**config.mk**
```make
export PLATFORM = sky130hd
export DESIGN_NAME = pipeline_stall_controller_flat
export DESIGN_NICKNAME = d
export VERILOG_FILES = /design/src/rtl/pipeline_stall_controller_if.sv /design/src/rtl/pipeline_stall_controller.sv /design/src/flat_wrapper.sv
export SDC_FILE = /design/constraint.sdc
export NUM_CORES = 1
export LEC_CHECK = 0
export CORE_AREA = 3 3 40 42
export CTS_BUF_LIST = sky130_fd_sc_hd__clkbuf_16
export CTS_CLUSTER_DIAMETER = 150
export DETAILED_ROUTE_END_ITERATION = 8
export DIE_AREA = 0 0 43 45
export GPL_ROUTABILITY_DRIVEN = 0
export PLACE_DENSITY_LB_ADDON = 0.08
export SLEW_MARGIN = 20
export SYNTH_ARGS = -nofsm -noshare
export SYNTH_HDL_FRONTEND = slang
export SYNTH_SLANG_ARGS = --single-unit
```
**constraint.sdc**
```tcl
create_clock -name clk -period 4.6 [get_ports clk]
set_input_delay 1.15 -clock clk [delete_from_list [all_inputs] [get_ports clk]]
set_output_delay 1.15 -clock clk [all_outputs]
set_load 0.01 [all_outputs]
```
**src/rtl/pipeline_stall_controller_if.sv**
```systemverilog
// Handshake bundle between the datapath hazard taps and the stall/flush sequencer.
// The slave modport is the controller side; the master modport is the datapath side.
interface pipeline_stall_controller_if #(
  parameter int REG_ADDR_W = 5
);
  logic [REG_ADDR_W-1:0] rd_ex;
  logic [REG_ADDR_W-1:0] rs1_id;
  logic [REG_ADDR_W-1:0] rs2_id;
  logic                  rs1_used_id;
  logic                  rs2_used_id;
  logic                  mem_read_ex;
  logic                  branch_taken_ex;
  logic                  mem_access_mem;
  logic                  pc_write;
  logic                  if_id_write;
  logic                  if_id_flush;
  logic                  id_ex_write;
  logic                  id_ex_bubble;
  logic                  ex_mem_write;
  logic                  mem_wb_bubble;
  logic                  busy;

  modport master (
    output rd_ex, rs1_id, rs2_id, rs1_used_id, rs2_used_id,
           mem_read_ex, branch_taken_ex, mem_access_mem,
    input  pc_write, if_id_write, if_id_flush, id_ex_write,
           id_ex_bubble, ex_mem_write, mem_wb_bubble, busy
  );

  modport slave (
    input  rd_ex, rs1_id, rs2_id, rs1_used_id, rs2_used_id,
           mem_read_ex, branch_taken_ex, mem_access_mem,
    output pc_write, if_id_write, if_id_flush, id_ex_write,
           id_ex_bubble, ex_mem_write, mem_wb_bubble, busy
  );
endinterface

```
**src/rtl/pipeline_stall_controller.sv**
```systemverilog
// Stall/flush sequencer for the 5-stage pipeline: load-use, taken branch, multi-cycle MEM.
// Optional macro STALL_STATS_EN adds saturating stall_cycles / flush_count statistics.
module pipeline_stall_controller #(
  parameter int REG_ADDR_W  = 5,
  parameter int MEM_LATENCY = 3,
  parameter int CNT_W       = 32
) (
  input  logic                      clk,
  input  logic                      arst_n,
`ifdef STALL_STATS_EN
  output logic [CNT_W-1:0]          stall_cycles,
  output logic [CNT_W-1:0]          flush_count,
`endif
  pipeline_stall_controller_if.slave sc
);

  typedef enum logic {
    S_RUN      = 1'b0,
    S_MEM_WAIT = 1'b1
  } state_t;

  localparam logic [REG_ADDR_W-1:0] REG_X0    = '0;
  localparam bit                    MULTI_CYC = (MEM_LATENCY > 1);
  localparam logic [3:0]            WAIT_INIT = 4'(MULTI_CYC ? MEM_LATENCY - 2 : 0);

  function automatic logic [CNT_W-1:0] sat_inc(input logic [CNT_W-1:0] v);
    return (&v) ? v : v + 1'b1;
  endfunction

  state_t     state, state_nxt;
  logic [3:0] wait_cnt, wait_cnt_nxt;
  logic       lu;

  assign lu = sc.mem_read_ex && (sc.rd_ex != REG_X0) &&
              ((sc.rs1_used_id && (sc.rd_ex == sc.rs1_id)) ||
               (sc.rs2_used_id && (sc.rd_ex == sc.rs2_id)));

  always_ff @(posedge clk) begin
    if (!arst_n) begin
      state    <= S_RUN;
      wait_cnt <= '0;
    end else begin
      state    <= state_nxt;
      wait_cnt <= wait_cnt_nxt;
    end
  end

  always_comb begin
    state_nxt        = state;
    wait_cnt_nxt     = wait_cnt;
    sc.pc_write      = 1'b1;
    sc.if_id_write   = 1'b1;
    sc.if_id_flush   = 1'b0;
    sc.id_ex_write   = 1'b1;
    sc.id_ex_bubble  = 1'b0;
    sc.ex_mem_write  = 1'b1;
    sc.mem_wb_bubble = 1'b0;
    sc.busy          = 1'b0;

    if (arst_n) begin
      sc.busy = (state == S_MEM_WAIT);
      // A pending access freezes everything upstream of MEM and bubbles into WB.
      if ((state == S_RUN && sc.mem_access_mem && MULTI_CYC) ||
          (state == S_MEM_WAIT && wait_cnt != 4'd0)) begin
        sc.pc_write      = 1'b0;
        sc.if_id_write   = 1'b0;
        sc.id_ex_write   = 1'b0;
        sc.ex_mem_write  = 1'b0;
        sc.mem_wb_bubble = 1'b1;
        if (state == S_RUN) begin
          state_nxt    = S_MEM_WAIT;
          wait_cnt_nxt = WAIT_INIT;
        end else begin
          wait_cnt_nxt = wait_cnt - 4'd1;
        end
      end else begin
        // Run or release cycle: the access (if any) is done, so no retrigger here.
        state_nxt = S_RUN;
        if (sc.branch_taken_ex) begin
          sc.if_id_flush  = 1'b1;
          sc.id_ex_bubble = 1'b1;
        end else if (lu) begin
          sc.pc_write     = 1'b0;
          sc.if_id_write  = 1'b0;
          sc.id_ex_bubble = 1'b1;
        end
      end
    end
  end

`ifdef STALL_STATS_EN
  always_ff @(posedge clk) begin
    if (!arst_n) begin
      stall_cycles <= '0;
      flush_count  <= '0;
    end else begin
      if (!sc.pc_write)   stall_cycles <= sat_inc(stall_cycles);
      if (sc.if_id_flush) flush_count  <= sat_inc(flush_count);
    end
  end
`endif

endmodule

```
**src/flat_wrapper.sv**
```systemverilog
// flat-port wrapper written by rule: the top's interface ports become plain ports
module pipeline_stall_controller_flat 
#(
  parameter int REG_ADDR_W  = 5,
  parameter int MEM_LATENCY = 3,
  parameter int CNT_W       = 32
)
  (clk, arst_n, sc_rd_ex, sc_rs1_id, sc_rs2_id, sc_rs1_used_id, sc_rs2_used_id, sc_mem_read_ex, sc_branch_taken_ex, sc_mem_access_mem, sc_pc_write, sc_if_id_write, sc_if_id_flush, sc_id_ex_write, sc_id_ex_bubble, sc_ex_mem_write, sc_mem_wb_bubble, sc_busy);
  pipeline_stall_controller_if #(.REG_ADDR_W(REG_ADDR_W)) sc_i ();
  input  logic clk;
  input  logic arst_n;
  input wire logic [$bits(sc_i.rd_ex)-1:0] sc_rd_ex;
  input wire logic [$bits(sc_i.rs1_id)-1:0] sc_rs1_id;
  input wire logic [$bits(sc_i.rs2_id)-1:0] sc_rs2_id;
  input wire logic [$bits(sc_i.rs1_used_id)-1:0] sc_rs1_used_id;
  input wire logic [$bits(sc_i.rs2_used_id)-1:0] sc_rs2_used_id;
  input wire logic [$bits(sc_i.mem_read_ex)-1:0] sc_mem_read_ex;
  input wire logic [$bits(sc_i.branch_taken_ex)-1:0] sc_branch_taken_ex;
  input wire logic [$bits(sc_i.mem_access_mem)-1:0] sc_mem_access_mem;
  output wire logic [$bits(sc_i.pc_write)-1:0] sc_pc_write;
  output wire logic [$bits(sc_i.if_id_write)-1:0] sc_if_id_write;
  output wire logic [$bits(sc_i.if_id_flush)-1:0] sc_if_id_flush;
  output wire logic [$bits(sc_i.id_ex_write)-1:0] sc_id_ex_write;
  output wire logic [$bits(sc_i.id_ex_bubble)-1:0] sc_id_ex_bubble;
  output wire logic [$bits(sc_i.ex_mem_write)-1:0] sc_ex_mem_write;
  output wire logic [$bits(sc_i.mem_wb_bubble)-1:0] sc_mem_wb_bubble;
  output wire logic [$bits(sc_i.busy)-1:0] sc_busy;
  assign sc_i.rd_ex = sc_rd_ex;
  assign sc_i.rs1_id = sc_rs1_id;
  assign sc_i.rs2_id = sc_rs2_id;
  assign sc_i.rs1_used_id = sc_rs1_used_id;
  assign sc_i.rs2_used_id = sc_rs2_used_id;
  assign sc_i.mem_read_ex = sc_mem_read_ex;
  assign sc_i.branch_taken_ex = sc_branch_taken_ex;
  assign sc_i.mem_access_mem = sc_mem_access_mem;
  assign sc_pc_write = sc_i.pc_write;
  assign sc_if_id_write = sc_i.if_id_write;
  assign sc_if_id_flush = sc_i.if_id_flush;
  assign sc_id_ex_write = sc_i.id_ex_write;
  assign sc_id_ex_bubble = sc_i.id_ex_bubble;
  assign sc_ex_mem_write = sc_i.ex_mem_write;
  assign sc_mem_wb_bubble = sc_i.mem_wb_bubble;
  assign sc_busy = sc_i.busy;
  pipeline_stall_controller #(.REG_ADDR_W(REG_ADDR_W), .MEM_LATENCY(MEM_LATENCY), .CNT_W(CNT_W)) u_core (.clk(clk), .arst_n(arst_n), .sc(sc_i));
endmodule
```
==> impl_table.tex, run 1 <==
\begin{tabular}{lr}
\hline
Metric & Value \\
\hline
\multicolumn{2}{l}{\textbf{Setup path}} \\
Category of the most critical setup path & primary input to output pin \\
Capturing point of the worst reg2reg path & u\_core.wait\_cnt[3]\$\_SDFFE\_PN0N\_ \\
Termination of the worst setup path & sc\_pc\_write \\
Startpoint of the worst-slack reg-to-reg timing path & u\_core.wait\_cnt[0]\$\_SDFFE\_PN0N\_ \\
Crit path from & sc\_rd\_ex[0] \\
Maximum fanout encountered on the critical timing path & 3 \\
Worst Path Required & around 3500 ps \\
Nature of the critical path endpoint & output pin \\
Sort of element at the start of the critical path & primary input \\
Depth of the most critical reg-to-reg path & 6 \\
Arrival time at the worst endpoint & just over 3000 ps \\
Worst reg-to-reg setup slack & 3070 ps \\
\multicolumn{2}{l}{\textbf{Clock network}} \\
Cts bufs inserted & 3 \\
Clock latency reported for the late side of the worst-skew pair & between 200 and 250 ps \\
Number of clock sinks seen by CTS & 5 \\
Clock-pin slew on the worst setup and hold paths & about 30 ps \\
Clock Tree Buf Depth & 2 \\
TritonCTS clock tree & built \\
H-Tree Level Count & 1 \\
Hold Buf Count CTS & 0 \\
Buffer cell driving the clock tree root & clkbuf\_16 \\
Post-CTS Resized & 0 \\
Buffers inserted by post-CTS timing repair & 0 \\
\multicolumn{2}{l}{\textbf{Synth}} \\
Count of different cell masters after synthesis & 28 \\
Post-synthesis share of cell area spent on full adders, half adders and majority gates & 0.0532 \\
Proportion of synthesized chip area in sequential cells & 0.213 \\
Ys flop type & dfxtp\_1 \\
Number of enable-type register cells in the synthesized netlist & 0 \\
Number of synthesized register bits & 5 \\
Ys async rst share & 0 \\
Multiplexer share of the synthesized area & 0.0691 \\
Syn. warnings & 0 \\
Post-Synthesis Net Count & 76 \\
Post-synthesis share of cell area spent on and, or, nand and nor gates & 0.207 \\
Combinational family with the most area after synthesis & simple AND/OR/NAND/NOR gates \\
Post-Synthesis Mean Instance Area & slightly above 9 um2 \\
XOR/XNOR share of the synthesized area & 0.186 \\
Synthesized-area fraction occupied by ao, oa, aoi and oai cells & 0.191 \\
Post-synthesis instance area & around 470 um2 \\
Instance count of the mapped netlist & 52 \\
\multicolumn{2}{l}{\textbf{Global route}} \\
Number of antenna violations at the first check in global routing & 0 \\
Via count of the first global-routing pass & 466 \\
Total routing usage reported by global routing & 0.125 \\
Remaining global-route overflow & 0 \\
Largest net degree at the start of global routing & 8 \\
Global-route wire length before repair & between 1500 and 2000 um \\
\multicolumn{2}{l}{\textbf{Floorplan}} \\
Die X-Extent & $\sim$43 um \\
Core region area & $\sim$1300 um2 \\
Initial Utilization & 0.366 \\
Number of ports placed on the die boundary & 30 \\
Std cell rows & 13 \\
Area enclosed by the die boundary & between 1500 and 2000 um2 \\
Chip height & roughly 45 um \\
\multicolumn{2}{l}{\textbf{STA}} \\
Timing-limited maximum frequency & about 230 MHz \\
Share of the cycle needed by the critical path after routing & 0.925 \\
Setup-failing EPs final & 0 \\
Fin Hold WS & roughly 530 ps \\
Number of max-slew violations in the final report & 0 \\
Unrepaired setup endpoints after global routing & false \\
Transition time at the pin with the least slew margin & 321 ps \\
Hold violation count in the final report & 0 \\
Slew HR & 0.786 \\
Fin crit period & around 4300 ps \\
Post-route setup TNS & 0 ps \\
Setup clock skew after layout & 2.87 ps \\
\multicolumn{2}{l}{\textbf{Placement}} \\
\# port buffers & 29 \\
DPL Wire Length & 971 um \\
\multicolumn{2}{l}{\textbf{Power}} \\
Peak supply drop & roughly 0.12 mV \\
Leakage power & 0.313 nW \\
Ratio of total power to cell area & 316 nW/um2 \\
\multicolumn{2}{l}{\textbf{Layout}} \\
Nets@finish & 107 \\
Fraction of layout cells with a size suffix above 1 & 0.110 \\
Antenna diodes & 0 \\
Area of the multi-input gates & roughly 330 um2 \\
Most common cell after layout, fill and taps aside & clkdlybuf4s50\_1 \\
Area taken by flip-flops and latches & roughly 100 um2 \\
Count of filler cells inserted in the layout & 110 \\
Commonest non-fill, non-tap cells in the layout & clkdlybuf4s50\_1 (29), xor2\_1 (8), inv\_1 (5), dfxtp\_1 (5) \\
Post-synthesis to final-layout area growth & 77.7\% \\
\multicolumn{2}{l}{\textbf{Detailed routing}} \\
Final ANT Viol Nets & 0 \\
Total detailed-routing wirelength & about 1200 um \\
Pre-Repair DR Iteration Count & 4 \\
Wire length per cell & 12.0 um \\
Detailed-route via count & 490 \\
Iteration-0 DRC count of the detailed router & 4 \\
DR vias/cell & approximately 5.1 \\
Post-detailed-route DRC marker count & 0 \\
\multicolumn{2}{l}{\textbf{Min path}} \\
Worst min path class & flop to flop \\
Worst hold path stage count & 2 \\
\multicolumn{2}{l}{\textbf{Run}} \\
Total of max-cap violations & 0 \\
\multicolumn{2}{l}{\textbf{Status}} \\
Result of the run & finished, final reports clean \\
\hline
\end{tabular}
[cells in the mapped netlist (2+ instances only)]
cell	count	area [um2]
ha_1	2	25.0
xnor2_1	2	17.5
buf_4	3	22.5
dfxtp_1	5	100
o21ai_0	2	10.0
and2_1	2	12.5
nand2_1	2	7.51
inv_1	4	15.0
nor4_1	3	18.8
nor2_1	2	7.51
xor2_1	8	70.1
[where the power goes]
group / total [mW] / switching, mW / internal (mW)
combinational: 0.0707 / 0.0266 / 0.0441
sequential: 0.0521 / 0.00469 / 0.0474
clock: 0.142 / 0.0289 / 0.113
total: 0.264 / 0.0602 / 0.204
[logic make-up after synthesis]
| kind of cell | after synthesis |
|---|---|
| multiplexers | 2 |
| adder cells (fa/ha/maj) | 2 |
| AND/OR/NAND/NOR | 15 |
| flip-flops | 5 |
| buffers and inverters | 7 |
| XOR/XNOR | 10 |
| AO/OA/AOI/OAI | 11 |
[how the worst min path moves through the flow]
stage / start / to / slack [ps]
after floorplan: u_core.wait_cnt[2]$_SDFFE_PN0N_ / u_core.wait_cnt[2]$_SDFFE_PN0N_ / 470
after global placement: u_core.wait_cnt[2]$_SDFFE_PN0N_ / u_core.wait_cnt[2]$_SDFFE_PN0N_ / 520
after detailed placement: u_core.wait_cnt[2]$_SDFFE_PN0N_ / u_core.wait_cnt[2]$_SDFFE_PN0N_ / 520
after CTS: u_core.wait_cnt[2]$_SDFFE_PN0N_ / u_core.wait_cnt[2]$_SDFFE_PN0N_ / 530
after global routing: u_core.wait_cnt[2]$_SDFFE_PN0N_ / u_core.wait_cnt[2]$_SDFFE_PN0N_ / 540
final: u_core.wait_cnt[2]$_SDFFE_PN0N_ / u_core.wait_cnt[2]$_SDFFE_PN0N_ / 530
[state kept, by name, indices dropped and copies added (netlist names)]
register and count:
u_core.wait_cnt 4, u_core.state 1
[critical path: stages]
cell             delay, ps
clkdlybuf4s50_1        460
or4_1                  560
o21ai_0                160
or3_1                  120
o22a_2                 120
clkdlybuf4s50_1        530
[cell type report]
cell class | instances | share of cell area
Clock inverter | 1 | 0.00449
Timing Repair Buffer | 29 | 0.347
Sequential cell | 5 | 0.120
Tap cell | 15 | 0.0225
Multi-Input combinational cell | 40 | 0.398
Clock buffer | 3 | 0.0898
Inverter | 4 | 0.0180
[layer usage]
metal / share of wire / vias to the layer above / global-route usage
li1: - / 249 / -
met1: 0.44 / 208 / 0.137
met2: 0.41 / 31 / 0.195
met3: 0.13 / 2 / 0.0518
met4: 0.018 / 0 / 0.0904
met5: 0 / - / 0
[through the flow]
step / utilization / cells / instance area (um2) / worst slack [ps] / total power [mW]
4_1_cts: 0.650 / 97 / 836 / 325 / 0.268
5_1_grt: 0.650 / 97 / 836 / 277 / 0.276
6_report: 0.650 / 97 / 836 / 343 / 0.264
2_1_floorplan: - / 52 / 470 / 1280 / 0.0892
3_3_place_gp: 0.589 / 93 / 757 / 368 / 0.124
3_5_place_dp: 0.589 / 93 / 757 / 333 / 0.124
No activity file was read; power rests on OpenSTA's default activity.
==> run 2, diff against run 1 <==
--- a/config.mk
+++ b/config.mk
@@ -5,6 +5,7 @@
 export SDC_FILE = /design/constraint.sdc
 export NUM_CORES = 1
 export LEC_CHECK = 0
+export ABC_CLOCK_PERIOD_IN_PS = 4600
 export CORE_AREA = 3 3 40 42
 export CTS_BUF_LIST = sky130_fd_sc_hd__clkbuf_16
 export CTS_CLUSTER_DIAMETER = 150
@@ -12,6 +13,7 @@
 export DIE_AREA = 0 0 43 45
 export GPL_ROUTABILITY_DRIVEN = 0
 export PLACE_DENSITY_LB_ADDON = 0.08
+export REMOVE_ABC_BUFFERS = 1
 export SLEW_MARGIN = 20
 export SYNTH_ARGS = -nofsm -noshare
 export SYNTH_HDL_FRONTEND = slang
==> impl_table.tex, run 2 (synthesis results as in run 1) <==
\begin{tabular}{lr}
\hline
Metric & Value \\
\hline
\multicolumn{2}{l}{\textbf{Global route}} \\
Number of antenna violations at the first check in global routing & 0 (unchanged) \\
Via count of the first global-routing pass & 513 (+10\%) \\
Remaining global-route overflow & 0 (unchanged) \\
Largest net degree at the start of global routing & 8 (unchanged) \\
Total routing usage reported by global routing & 0.134 (+0.00915) \\
Global-route wire length before repair & 1960 um (+9.6\%) \\
\multicolumn{2}{l}{\textbf{Detailed routing}} \\
DR vias/cell & 5.08 (+0.60\%) \\
Max Used Layer & met4 \\
Total detailed-routing wirelength & 1220 um (+4.6\%) \\
Post-route met1 wirelength & 524 um (+1.7\%) \\
Iteration-0 DRC count of the detailed router & 5 (+1) \\
Wire length per cell & 12.5 um (+3.6\%) \\
Final ANT Viol Nets & 0 (unchanged) \\
Post-detailed-route DRC marker count & 0 (unchanged) \\
Met2 wirelength from detailed routing & 535 um (+12\%) \\
Detailed-route via count & 498 (+1.6\%) \\
Met3 Routed Length & 147 um (-4.5\%) \\
Pre-Repair DR Iteration Count & 2 (-2) \\
\multicolumn{2}{l}{\textbf{Layout}} \\
Flip-flop count of the largest register, all copies and words added & 4 (unchanged) \\
Commonest non-fill, non-tap cells in the layout & clkdlybuf4s50\_1 (29), xor2\_1 (8), inv\_1 (5), dfxtp\_1 (5) \\
Most common cell after layout, fill and taps aside & clkdlybuf4s50\_1 \\
Area taken by flip-flops and latches & 100 um2 (unchanged) \\
Nets@finish & 108 (+0.93\%) \\
Antenna diodes & 0 (unchanged) \\
Util after Layout & 0.656 (+0.00584) \\
Top reg by flops & u\_core.wait\_cnt \\
Area of the multi-input gates & 333 um2 (unchanged) \\
Post-route insts no fill & 98 (+1.0\%) \\
Fraction of layout cells with a size suffix above 1 & 0.120 (+0.0107) \\
Registers with the most flip-flops & u\_core.wait\_cnt (4), u\_core.state (1) \\
Non-Filler Cell Area, Final & 843 um2 (+0.90\%) \\
Count of filler cells inserted in the layout & 112 (+1.8\%) \\
Post-synthesis to final-layout area growth & 79.3\% \\
\multicolumn{2}{l}{\textbf{STA}} \\
Setup clock skew after layout & 1.45 ps (-1.41 ps) \\
Fin Hold WS & 533 ps (+3.93 ps) \\
Number of max-slew violations in the final report & 0 (unchanged) \\
Transition time at the pin with the least slew margin & 332 ps (+11.0 ps) \\
Least setup slack across all paths after layout & 358 ps (+14.9 ps) \\
Timing-limited maximum frequency & 236 MHz (+0.35\%) \\
Share of the cycle needed by the critical path after routing & 0.922 (-0.00324) \\
Unrepaired setup endpoints after global routing & false \\
Fin crit period & 4240 ps (-14.9 ps) \\
Slew HR & 0.778 (-0.00734) \\
Setup-failing EPs final & 0 (unchanged) \\
Post-route setup TNS & 0 ps (unchanged) \\
Hold violation count in the final report & 0 (unchanged) \\
\multicolumn{2}{l}{\textbf{Setup path}} \\
Depth of the most critical reg-to-reg path & 6 (unchanged) \\
Capturing point of the worst reg2reg path & u\_core.wait\_cnt[3]\$\_SDFFE\_PN0N\_ \\
Nature of the critical path endpoint & output pin \\
Worst Path Required & 3450 ps (about the same) \\
Arrival time at the worst endpoint & 3090 ps (-20 ps) \\
Maximum fanout encountered on the critical timing path & 3 (unchanged) \\
Worst reg-to-reg setup slack & 3060 ps (about the same) \\
Startpoint of the worst-slack reg-to-reg timing path & u\_core.wait\_cnt[0]\$\_SDFFE\_PN0N\_ \\
Category of the most critical setup path & primary input to output pin \\
Sort of element at the start of the critical path & primary input \\
\multicolumn{2}{l}{\textbf{Floorplan}} \\
Std cell rows & 13 (unchanged) \\
Core region area & 1280 um2 (unchanged) \\
Area enclosed by the die boundary & 1940 um2 (unchanged) \\
Number of ports placed on the die boundary & 30 (unchanged) \\
Initial Utilization & 0.366 (unchanged) \\
Chip height & 45 um (unchanged) \\
Die X-Extent & 43 um (unchanged) \\
\multicolumn{2}{l}{\textbf{Clock network}} \\
Clock Tree Buf Depth & 2 (unchanged) \\
Clock latency reported for the late side of the worst-skew pair & 230 ps (about the same) \\
Number of clock sinks seen by CTS & 5 (unchanged) \\
Buffer cell driving the clock tree root & clkbuf\_16 \\
Hold Buf Count CTS & 0 (unchanged) \\
TritonCTS clock tree & built \\
H-Tree Level Count & 1 (unchanged) \\
Buffers inserted by post-CTS timing repair & 0 (unchanged) \\
Post-CTS Resized & 0 (unchanged) \\
Clock-pin slew on the worst setup and hold paths & 30 ps (about the same) \\
Cts bufs inserted & 3 (unchanged) \\
\multicolumn{2}{l}{\textbf{Power}} \\
Peak supply drop & 0.124 mV (-0.78\%) \\
Leakage power & 0.318 nW (+1.5\%) \\
Net Sw Power & 0.0600 mW (-0.39\%) \\
Switching fraction of total power & 0.227 (-0.00105) \\
Clk network pwr share & 0.533 (-0.002) \\
Flop pwr share & 0.198 (about the same) \\
Internal Dissipation & 0.205 mW (+0.21\%) \\
Ratio of total power to cell area & 314 nW/um2 (-0.82\%) \\
Total power draw & 0.265 mW (about the same) \\
Part of the power in combinational logic & 0.270 (+0.003) \\
\multicolumn{2}{l}{\textbf{Min path}} \\
Worst hold path stage count & 2 (unchanged) \\
Worst Hold Path EP & u\_core.wait\_cnt[2]\$\_SDFFE\_PN0N\_ \\
Startpoint of the lowest-slack hold path & u\_core.wait\_cnt[2]\$\_SDFFE\_PN0N\_ \\
Worst min path class & flop to flop \\
\multicolumn{2}{l}{\textbf{Run}} \\
Total of max-cap violations & 0 (unchanged) \\
\multicolumn{2}{l}{\textbf{Placement}} \\
DPL Wire Length & 1080 um (+11\%) \\
Worst slack at placement & 344 ps (+10.3 ps) \\
Placed Instance Area & 764 um2 (+0.99\%) \\
Number of placed cells counting well taps & 94 (+1.1\%) \\
\# port buffers & 29 (unchanged) \\
\multicolumn{2}{l}{\textbf{Status}} \\
Result of the run & finished, final reports clean \\
\hline
\end{tabular}
run 2: power by group through the flow:
stage	sequential, mW	clock, mW	combinational (mW)
2_1_floorplan	0.0516	0	0.0342
3_3_place_gp	0.0526	0	0.0714
3_5_place_dp	0.0528	0	0.0721
4_1_cts	0.0522	0.142	0.0725
5_1_grt	0.0529	0.145	0.0774
6_report	0.0523	0.141	0.0713
run 2: cell type report:
type                            count  area share
Tap cell                           15      0.0223
Clock inverter                      1     0.00445
Sequential cell                     5       0.119
Timing Repair Buffer               30       0.353
Clock buffer                        3      0.0890
Multi-Input combinational cell     40       0.395
Inverter                            4      0.0178
run 2: critical path, stage by stage:
cell             delay (ps)
clkdlybuf4s50_1         460
or4_1                   560
o21ai_0                 150
or3_1                   120
o22a_2                  120
clkdlybuf4s50_1         530
run 2: per-layer routing:
metal	vias to the layer above	global-route usage
met5	-	0
met4	0	0.0723
met3	3	0.0558
met2	28	0.234
met1	217	0.137
li1	250	-
run 2: worst max-delay path by stage:
stage / start / endpoint
floorplan: sc_rd_ex[0] / sc_if_id_write
global placement: sc_rd_ex[0] / sc_if_id_write
detailed placement: sc_rd_ex[3] / sc_if_id_write
CTS: sc_rd_ex[3] / sc_if_id_write
global route: sc_rd_ex[3] / sc_if_id_write
finish: sc_rd_ex[0] / sc_if_id_write
==> run 3, diff against run 2 <==
--- a/config.mk
+++ b/config.mk
@@ -5,12 +5,13 @@
 export SDC_FILE = /design/constraint.sdc
 export NUM_CORES = 1
 export LEC_CHECK = 0
-export ABC_CLOCK_PERIOD_IN_PS = 4600
+export ABC_CLOCK_PERIOD_IN_PS = 4500
 export CORE_AREA = 3 3 40 42
 export CTS_BUF_LIST = sky130_fd_sc_hd__clkbuf_16
 export CTS_CLUSTER_DIAMETER = 150
 export DETAILED_ROUTE_END_ITERATION = 8
 export DIE_AREA = 0 0 43 45
+export DONT_BUFFER_PORTS = 1
 export GPL_ROUTABILITY_DRIVEN = 0
 export PLACE_DENSITY_LB_ADDON = 0.08
 export REMOVE_ABC_BUFFERS = 1
==> constraint.sdc (replaced) <==
create_clock -name clk -period 4.5 [get_ports clk]
set_input_delay 1.125 -clock clk [delete_from_list [all_inputs] [get_ports clk]]
set_output_delay 1.125 -clock clk [all_outputs]
set_load 0.01 [all_outputs]
==> impl_table.tex, run 3 (synthesis results as in run 1) <==
\begin{tabular}{lr}
\hline
Metric & Value \\
\hline
\multicolumn{2}{l}{\textbf{STA}} \\
Least setup slack across all paths after layout & 1270 ps (+908 ps) \\
Timing-limited maximum frequency & approximately 310 MHz \\
Setup clock skew after layout & 2.01 ps (+0.556 ps) \\
Slew HR & 0.786 (+0.00750) \\
Setup-failing EPs final & 0 (unchanged) \\
Share of the cycle needed by the critical path after routing & 0.719 \\
Fin Hold WS & 552 ps (+19.5 ps) \\
Number of max-slew violations in the final report & 0 (unchanged) \\
Transition time at the pin with the least slew margin & 321 ps (-11.2 ps) \\
Post-route setup TNS & 0 ps (unchanged) \\
Fin crit period & between 3000 and 4000 ps \\
Hold violation count in the final report & 0 (unchanged) \\
Unrepaired setup endpoints after global routing & false \\
\multicolumn{2}{l}{\textbf{Layout}} \\
Registers with the most flip-flops & u\_core.wait\_cnt (4), u\_core.state (1) \\
Area of the multi-input gates & 333 um2 (unchanged) \\
Non-Filler Cell Area, Final & 546 um2 (-35\%) \\
Most common cell after layout, fill and taps aside & xor2\_1 \\
Flip-flop count of the largest register, all copies and words added & 4 (unchanged) \\
Commonest non-fill, non-tap cells in the layout & xor2\_1 (8), inv\_1 (5), dfxtp\_1 (5) \\
Post-synthesis to final-layout area growth & 16.0\% \\
Nets@finish & 78 (-28\%) \\
Antenna diodes & 0 (unchanged) \\
Top reg by flops & u\_core.wait\_cnt \\
Fraction of layout cells with a size suffix above 1 & 0.170 (+0.0493) \\
Area taken by flip-flops and latches & 100 um2 (unchanged) \\
Count of filler cells inserted in the layout & 130 (+16\%) \\
\multicolumn{2}{l}{\textbf{Clock network}} \\
Clock Tree Buf Depth & 2 (unchanged) \\
Hold Buf Count CTS & 0 (unchanged) \\
H-Tree Level Count & 1 (unchanged) \\
Clock latency reported for the late side of the worst-skew pair & 230 ps (about the same) \\
Buffers inserted by post-CTS timing repair & 0 (unchanged) \\
Cts bufs inserted & 3 (unchanged) \\
Buffer cell driving the clock tree root & clkbuf\_16 \\
Number of clock sinks seen by CTS & 5 (unchanged) \\
TritonCTS clock tree & built \\
Post-CTS Resized & 0 (unchanged) \\
Clock-pin slew on the worst setup and hold paths & 30 ps (about the same) \\
\multicolumn{2}{l}{\textbf{Global route}} \\
Total routing usage reported by global routing & 0.132 (-0.00217) \\
Number of antenna violations at the first check in global routing & 0 (unchanged) \\
Global-route wire length before repair & 1830 um (-6.7\%) \\
Via count of the first global-routing pass & 471 (-8.2\%) \\
Largest net degree at the start of global routing & 8 (unchanged) \\
Remaining global-route overflow & 0 (unchanged) \\
\multicolumn{2}{l}{\textbf{Setup path}} \\
Worst Path Required & 3380 ps (-70 ps) \\
Arrival time at the worst endpoint & 2110 ps (-980 ps) \\
Category of the most critical setup path & primary input to output pin \\
Nature of the critical path endpoint & output pin \\
Maximum fanout encountered on the critical timing path & 3 (unchanged) \\
Sort of element at the start of the critical path & primary input \\
\multicolumn{2}{l}{\textbf{Power}} \\
Total power draw & 0.238 mW (-10\%) \\
Ratio of total power to cell area & 436 nW/um2 (+39\%) \\
Leakage power & 0.200 nW (-37\%) \\
Peak supply drop & 0.139 mV (+12\%) \\
\multicolumn{2}{l}{\textbf{Detailed routing}} \\
Total detailed-routing wirelength & 1140 um (-6.9\%) \\
Pre-Repair DR Iteration Count & 2 (unchanged) \\
Final ANT Viol Nets & 0 (unchanged) \\
Detailed-route via count & 401 (-19\%) \\
Iteration-0 DRC count of the detailed router & 1 (-4) \\
Wire length per cell & 16.7 um (+34\%) \\
Post-detailed-route DRC marker count & 0 (unchanged) \\
DR vias/cell & 5.90 (+16\%) \\
\multicolumn{2}{l}{\textbf{Floorplan}} \\
Initial Utilization & 0.366 (unchanged) \\
Std cell rows & 13 (unchanged) \\
Core region area & 1280 um2 (unchanged) \\
Area enclosed by the die boundary & 1940 um2 (unchanged) \\
Die X-Extent & 43 um (unchanged) \\
Number of ports placed on the die boundary & 30 (unchanged) \\
Chip height & 45 um (unchanged) \\
\multicolumn{2}{l}{\textbf{Run}} \\
Total of max-cap violations & 0 (unchanged) \\
\multicolumn{2}{l}{\textbf{Placement}} \\
Placed Instance Area & 467 um2 (-39\%) \\
\# port buffers & 0 (-100\%) \\
Worst slack at placement & 1260 ps (+917 ps) \\
DPL Wire Length & 918 um (-15\%) \\
\multicolumn{2}{l}{\textbf{Min path}} \\
Worst min path class & flop to flop \\
\multicolumn{2}{l}{\textbf{Status}} \\
Result of the run & finished, final reports clean \\
\hline
\end{tabular}
==> run 3: final timing paths <==
check	start	cells past startpoint	end	slack (ps)
max reg2reg	u_core.wait_cnt[0]$_SDFFE_PN0N_	6	u_core.wait_cnt[1]$_SDFFE_PN0N_	2930
max	sc_rd_ex[0]	4	sc_if_id_write	1270
min	u_core.wait_cnt[2]$_SDFFE_PN0N_	2	u_core.wait_cnt[2]$_SDFFE_PN0N_	550
min reg2reg	u_core.wait_cnt[2]$_SDFFE_PN0N_	2	u_core.wait_cnt[2]$_SDFFE_PN0N_	550
==> run 3: through the flow <==
stage / util / std cells
floorplan: - / 49
global placement: 0.363 / 64
detailed placement: 0.363 / 64
CTS: 0.425 / 68
global route: 0.425 / 68
finish: 0.425 / 68
==> run 3: area by class of cell <==
cell class	instances	area share
Multi-Input combinational cell	40	0.610
Sequential cell	5	0.183
Clock buffer	3	0.138
Tap cell	15	0.0344
Inverter	4	0.0275
Clock inverter	1	0.00688
==> run 3: critical path, stage by stage <==
cell     delay [ps]
or4_1           530
o21ai_0         140
or3_1           120
o22a_2          190
==> run 3: metal layers <==
layer | wire length (um) | global-route usage
met5 | 0 | 0
met4 | 15 | 0.108
met3 | 116 | 0.0359
met2 | 630 | 0.272
met1 | 374 | 0.0969
==> run 3: power breakdown <==
group,total (mW),leakage [nW],internal [mW],switching [mW]
Sequential,0.0534,0.0410,0.0485,0.00493
Combinational,0.0408,0.117,0.0202,0.0207
Clock,0.143,0.0423,0.115,0.0285
